## config.mk

```make
export PLATFORM = sky130hd
export DESIGN_NAME = down_timer_ctrl_flat
export DESIGN_NICKNAME = d
export VERILOG_FILES = /design/src/rtl/down_timer_ctrl_if.sv /design/src/rtl/down_timer_ctrl.sv /design/src/flat_wrapper.sv
export SDC_FILE = /design/constraint.sdc
export NUM_CORES = 1
export LEC_CHECK = 0
export CORE_MARGIN = 2
export CORE_UTILIZATION = 30
export CTS_BUF_LIST = sky130_fd_sc_hd__clkbuf_4 sky130_fd_sc_hd__clkbuf_8 sky130_fd_sc_hd__clkbuf_16
export CTS_CLUSTER_SIZE = 24
export DETAILED_ROUTE_END_ITERATION = 8
export SLEW_MARGIN = 30
export SYNTH_ARGS = -nofsm -noshare
export SYNTH_HDL_FRONTEND = slang
export SYNTH_SLANG_ARGS = --single-unit
```

## constraint.sdc

```tcl
create_clock -name clk -period 2.1 [get_ports clk]
set_input_delay 0.21 -clock clk [delete_from_list [all_inputs] [get_ports clk]]
set_output_delay 0.21 -clock clk [all_outputs]
set_load 0.05 [all_outputs]
```

## src/rtl/down_timer_ctrl_if.sv

```systemverilog
// down_timer_ctrl_if: control and status bundle of the down timer
interface down_timer_ctrl_if #(parameter int WIDTH = 4);
  logic [WIDTH-1:0] load_val;
  logic start;
  logic pause;
  logic abort;
  logic auto_reload;
  logic tick;
  logic [WIDTH-1:0] count;
  logic [1:0] state;
  logic ready;
  logic busy;
  logic expired;
  modport master (
    output load_val, start, pause, abort, auto_reload, tick,
    input count, state, ready, busy, expired
  );
  modport slave (
    input load_val, start, pause, abort, auto_reload, tick,
    output count, state, ready, busy, expired
  );
endinterface

```

## src/rtl/down_timer_ctrl.sv

```systemverilog
// down_timer_ctrl: tick-driven down counter with pause, abort and auto-reload
module down_timer_ctrl #(parameter int WIDTH = 4) (
  input logic clk,
  input logic reset,
  down_timer_ctrl_if.slave bus
);
  typedef enum logic [1:0] {IDLE = 2'b00, RUN = 2'b01, PAUSED = 2'b10, DONE = 2'b11} state_t;
  state_t st, st_n;
  logic [WIDTH-1:0] cnt, cnt_n, rld, rld_n;
  logic mode, mode_n, exp_q, exp_n, rdy;
  assign rdy = st == IDLE || st == DONE;
  assign bus.count = cnt;
  assign bus.state = st;
  assign bus.ready = rdy;
  assign bus.busy = !rdy;
  assign bus.expired = exp_q;
  always_ff @(posedge clk or negedge reset)
    if (!reset) begin
      st <= IDLE;
      cnt <= '0;
      rld <= '0;
      mode <= 1'b0;
      exp_q <= 1'b0;
    end else begin
      st <= st_n;
      cnt <= cnt_n;
      rld <= rld_n;
      mode <= mode_n;
      exp_q <= exp_n;
    end
  always_comb begin
    st_n = st;
    cnt_n = cnt;
    rld_n = rld;
    mode_n = mode;
    exp_n = 1'b0;
    if (bus.abort) begin
      st_n = IDLE;
      cnt_n = '0;
    end else if (bus.start && rdy) begin
      cnt_n = bus.load_val;
      exp_n = bus.load_val == '0;
      st_n = exp_n ? DONE : RUN;
      rld_n = exp_n ? rld : bus.load_val;
      mode_n = exp_n ? mode : bus.auto_reload;
    end else if (st == PAUSED) begin
      st_n = bus.pause ? PAUSED : RUN;
    end else if (st == RUN && bus.pause) begin
      st_n = PAUSED;
    end else if (st == RUN && bus.tick && cnt > WIDTH'(1)) begin
      cnt_n = cnt - WIDTH'(1);
    end else if (st == RUN && bus.tick && cnt == WIDTH'(1)) begin
      exp_n = 1'b1;
      cnt_n = mode ? rld : '0;
      st_n = mode ? RUN : DONE;
    end
  end
endmodule

```

## src/flat_wrapper.sv

```systemverilog
// flat-port wrapper written by rule: the top's interface ports become plain ports
module down_timer_ctrl_flat 
#(parameter int WIDTH = 4)
  (clk, reset, bus_load_val, bus_start, bus_pause, bus_abort, bus_auto_reload, bus_tick, bus_count, bus_state, bus_ready, bus_busy, bus_expired);
  down_timer_ctrl_if #(.WIDTH(WIDTH)) bus_i ();
  input logic clk;
  input logic reset;
  input wire logic [$bits(bus_i.load_val)-1:0] bus_load_val;
  input wire logic [$bits(bus_i.start)-1:0] bus_start;
  input wire logic [$bits(bus_i.pause)-1:0] bus_pause;
  input wire logic [$bits(bus_i.abort)-1:0] bus_abort;
  input wire logic [$bits(bus_i.auto_reload)-1:0] bus_auto_reload;
  input wire logic [$bits(bus_i.tick)-1:0] bus_tick;
  output wire logic [$bits(bus_i.count)-1:0] bus_count;
  output wire logic [$bits(bus_i.state)-1:0] bus_state;
  output wire logic [$bits(bus_i.ready)-1:0] bus_ready;
  output wire logic [$bits(bus_i.busy)-1:0] bus_busy;
  output wire logic [$bits(bus_i.expired)-1:0] bus_expired;
  assign bus_i.load_val = bus_load_val;
  assign bus_i.start = bus_start;
  assign bus_i.pause = bus_pause;
  assign bus_i.abort = bus_abort;
  assign bus_i.auto_reload = bus_auto_reload;
  assign bus_i.tick = bus_tick;
  assign bus_count = bus_i.count;
  assign bus_state = bus_i.state;
  assign bus_ready = bus_i.ready;
  assign bus_busy = bus_i.busy;
  assign bus_expired = bus_i.expired;
  down_timer_ctrl #(.WIDTH(WIDTH)) u_core (.clk(clk), .reset(reset), .bus(bus_i));
endmodule
```

# [Word level (Yosys, flattened, before mapping)]
# Cells that the tools add are included.
[totals] ff_bits=12 latchBits=0 ramBits=0 romBits=0 word_cells=52 mem_count=0
[op_classes] addsub=1 multipliers=0 div=0 magnitude_cmp=1 eq_ne=7 shifts=0 n_mux=22 n_bitwise=2 reduce_logical=14
[ops] cell="$mux 4" n=7
[ops] cell="$mux 2" n=9
[ops] cell="$mux 1" n=6
[ops] cell="$ne 3x2->1 const B" n=2
[ops] cell="$reduce_and 3->1" n=2
[ops] cell="$logic_and 1x1->1" n=5
[ops] cell="$ne 5x2->1 const B" n=1
[ops] cell="$reduce_bool 5->1" n=1
[ops] cell="$eq 2x2->1 const B" n=2
[ops] cell="$eq 4x1->1 const B" n=1
[ops] cell="$gt 4x1->1 const B" n=1
[ops] cell="$logic_not 4->1" n=1
[ops] cell="$reduce_bool 4->1" n=1
[ops] cell="$sub 4x1->4 const B" n=1
[ops] cell="$eq 2x1->1 const B" n=1
[ops] cell="$logic_not 2->1" n=1
[ops] cell="$not 1->1" n=2
[ops] cell="$reduce_and 2->1" n=1
[ops] cell="$logic_not 1->1" n=1
[ops] cell="$logic_or 1x1->1" n=1

# [Logic depth before layout (Yosys ltp)]
[depth] depth_word=9 mapped_depth=6 mapped_depth_nobuf=6

# [Least setup slack after synthesis]
# No wires, ideal clock.
[synth_timing] kind="register to register" startpoint="register u_core.st[0] (netlist: u_core.bus.state[0])" endpoint="register u_core.mode" setup_ns=0.127 arrival_ns=2.413 t_required_ns=1.973 path_slack_ns=-0.441 path_stages_with_launch=6 synth_period_minus_slack_ns=2.541 cell_sequence="dfrtp_1 > inv_1 > ha_1 > nand2_1 > nor3_2 > mux2_1"
[synth_between] elab_chain_cells=4 word_cells_on_any_way=5 cone_classes="eq/ne: 1; reduce/logical: 4"
[synth_rtl] element="start, declared" line_no="down_timer_ctrl.sv:8" source="state_t st, st_n;"
[synth_rtl] element="start signal, assigned" line_no="down_timer_ctrl.sv:25" source="st <= st_n;"
[synth_rtl] element="$eq 2x2->1 / $logic_not 2->1 (equally long branches)" line_no="down_timer_ctrl.sv:11" source="assign rdy = st == IDLE || st == DONE;"
[synth_rtl] element="$logic_or 1x1->1 (*)" line_no="down_timer_ctrl.sv:11"
[synth_rtl] element="named net bus_ready" line_no="flat_wrapper.sv:16" source="output wire logic [$bits(bus_i.ready)-1:0] bus_ready;"
[synth_rtl] element="$logic_and 1x1->1 (*)" line_no="down_timer_ctrl.sv:40" source="end else if (bus.start && rdy) begin"
[synth_rtl] element="$reduce_and 3->1 (no source line) (*)"
[synth_rtl] element="end signal, assigned" line_no="down_timer_ctrl.sv:28" source="mode <= mode_n;"
[synth_rtl] element="end, declared" line_no="down_timer_ctrl.sv:10" source="logic mode, mode_n, exp_q, exp_n, rdy;"
# Mark *: on every way through the listed nets, which the timed path passes. The rest lies on a longest branch.
# A chain may end at the register's enable or synchronous reset.

# [Worst setup path in the final report]
[layout_timing] startpoint="register u_core.st[0] (netlist: u_core.bus.state[0])" endpoint="output bus_ready"
[layout_between] elab_chain_cells=2 word_cells_on_any_way=3 cone_classes="eq/ne: 1; reduce/logical: 2"
[layout_rtl] element="$eq 2x2->1 / $logic_not 2->1 (equally long branches)" line_no="down_timer_ctrl.sv:11"
[layout_rtl] element="$logic_or 1x1->1 (*)" line_no="down_timer_ctrl.sv:11"
[layout_rtl] element="end, declared" line_no="flat_wrapper.sv:16"
# Every way passes the cells marked *; elsewhere a longest branch is shown, timed or not.

==> flow_summary.yaml <==
outcome:
  status: "completed"
grt:
  antenna_found_initial: 0
  grt_max_degree: 13
  grt.total_usage_pct: 13.5
  grt_pass1_vias: 647
  overflow: 0
  grt_pass1_wl_um: 2750
yosys:
  synth_fp_nets: 91
  synth.most_common_cell: "dfrtp_1"
  yosys_register_bits: 12
  yosysWarnings: 0
  async_flop_share_pct: 100
  synth-edff-count: 0
  netlist_top_cells_area: "dfrtp_1, ha_1, mux2_1, mux2_2, nand2_1"
  synth_area_um2: 756
  syn_inst: 76
  yosysSeqAreaShare_pct: 39.7
  synth_flop_cell: "dfrtp_1"
  synth_top_area_cell: "dfrtp_1"
  syn_area_per_cell_um2: 9.94
  synthTopCellsByCount: "dfrtp_1, nand2_1, inv_1"
  yosysUniqueCellTypes: 33
  synth_top_area_share_pct: 39.7
setup_path:
  critPathMaxStageDelay_ns: 0.79
  required_ns: 1.89
  path_max_fanout: 4
  cp-start-kind: "flop"
  crit_chain: "inv_1, ha_4, clkdlybuf4s50_1"
  reg2reg_from: "u_core.bus.count[1]"
  cp-end-kind: "output port"
  r2r_end: "u_core.bus.state[1]"
  cp_slowest_cell: "clkdlybuf4s50_1"
  rrSetupSlack_ns: 0.20
  cp.buffers_inverters: 2
  crit_arrival_ns: 1.81
  crit_type: "reg2out"
  crit_family: "buffers and inverters"
  cp_num_cells: 3
  worstRegToRegCells: 6
detailed_routing:
  firstDrtPassIters: 4
  vias: 668
  first_iter_violations: 14
  drt_wl_total_um: 1690
  ant_nets: 0
  drc_errors: 0
  routedWlPerCell_um: 12.9
  viasPerCell: 5.10
clock_tree:
  hold_buffers: 0
  cts_tree: "yes"
  ctsLongestPathBuffers: 2
  cts_made_buffers: 3
  htree_levels: 1
  clk_latency_ns: 0.28
  cts-root-buf: "clkbuf_4"
  clkSinkCount: 12
  cts_setup_buffers: 0
  post_cts_resized: 0
  clk_pin_slew_ns: 0.08
sta:
  worst_slew_pin_slew_ns: 0.579
  fmax_ghz: 0.496
  rsz0062_at_grt: "false"
  hold_viol_final: 0
  period_share_pct: 96.1
  finalClockSkew_ns: 0.00218
  setup_ws_ns: 0.0823
  slew_violations: 0
  fin_hold_ws_ns: 0.291
  setup_viol: 0
  period_needed_ns: 2.02
  worst_slew_margin_rel_pct: 61.2
  fin_tns_setup_ns: 0
power:
  p_leak_nw: 0.407
  powerDensity_nw_per_um2: 1160
  ir_drop_mv: 0.649
  total_power_mw: 1.22
placement:
  placed_cells: 127
  gp_congestion: 0.854
  post-place-ws_ns: 0.209
  dp.final_hpwl_um: 1320
  port_buffers: 19
  dpl-instance-area_um2: 1020
die:
  initial_utilization_pct: 31.1
  num_io_pins: 20
  dieWidth_um: 54.2
  die_h_um: 54.2
  core_area_um2: 2430
  core.rowCount: 18
  dieArea_um2: 2940
final_layout:
  drive_gt1_share_pct: 14.9
  nFillCells: 243
  antenna_cells: 0
  final_cells: 131
  finish.utilization_pct: 43.2
  syn2layout_area_growth_pct: 38.9
  fin_nets: 117
  final_cell_area_um2: 1050
min_path:
  min_path_type: "in2async"
flow_run:
  drv_cap: 0
[layout make-up]
cell class | instances | area [um2] | share of cell area [%]
clock buffers | 4 | 30.0 | 2.86
repair buffers | 22 | 210 | 20.0
inverters | 6 | 22.5 | 2.15
flip-flops and latches | 12 | 302 | 28.7
multi-input cells | 57 | 448 | 42.7
well taps | 30 | 37.5 | 3.58
[metal layers]
| metal | track usage, % | vias up | routed length (um) |
|---|---|---|---|
| met3 | 1.67 | 5 | 69 |
| li1 | - | 329 | - |
| met5 | 0 | - | 0 |
| met1 | 16.4 | 313 | 817 |
| met4 | 10.0 | 0 | 54 |
| met2 | 21.5 | 21 | 753 |
[cells in the final DEF, fill, tap and decap left out, drive strengths merged, types with 2 or more instances in the layout]
cell type	count
clkdlybuf4s50	18
dfrtp	12
nand2	7
mux2	7
inv	6
o21ai	5
nor2	4
clkbuf	4
buf	4
ha	4
a21oi	3
or2	3
xnor2	2
nor2b	2
a32oi	2
nor3	2
[power by group]
group | internal, mW | switching, mW
combinational | 0.280 | 0.389
clock | 0.0868 | 0.0861
sequential | 0.307 | 0.0693
total | 0.674 | 0.544
[flip-flops by register name (all words and copies together), names as in the netlist]
| name | flops |
|---|---|
| u_core.bus.count | 4 |
| u_core.rld | 4 |
| u_core.bus.state | 2 |
| u_core.bus.expired | 1 |
| u_core.mode | 1 |
[worst max path at each step]
stage,start,to,slack (ns)
finish,u_core.bus.state[0],bus_ready,0.08
CTS,u_core.bus.state[0],bus_ready,0.07
global placement,u_core.bus.count[1],u_core.bus.state[1],0.25
global route,u_core.bus.state[0],bus_ready,0.002
floorplan,u_core.bus.count[0],u_core.bus.state[1],0.02
detailed placement,u_core.bus.count[1],u_core.bus.state[1],0.21
[cell families after synthesis]
group | count (synthesis) | synth area share (%)
buf+inv | 7 | 3.48
mux | 8 | 11.8
xor+xnor | 2 | 2.32
simple gates | 27 | 21.2
compound gates | 16 | 14.9
fa+ha+maj | 4 | 6.62
flops | 12 | 39.7
Power figures use the tool's default switching activity.
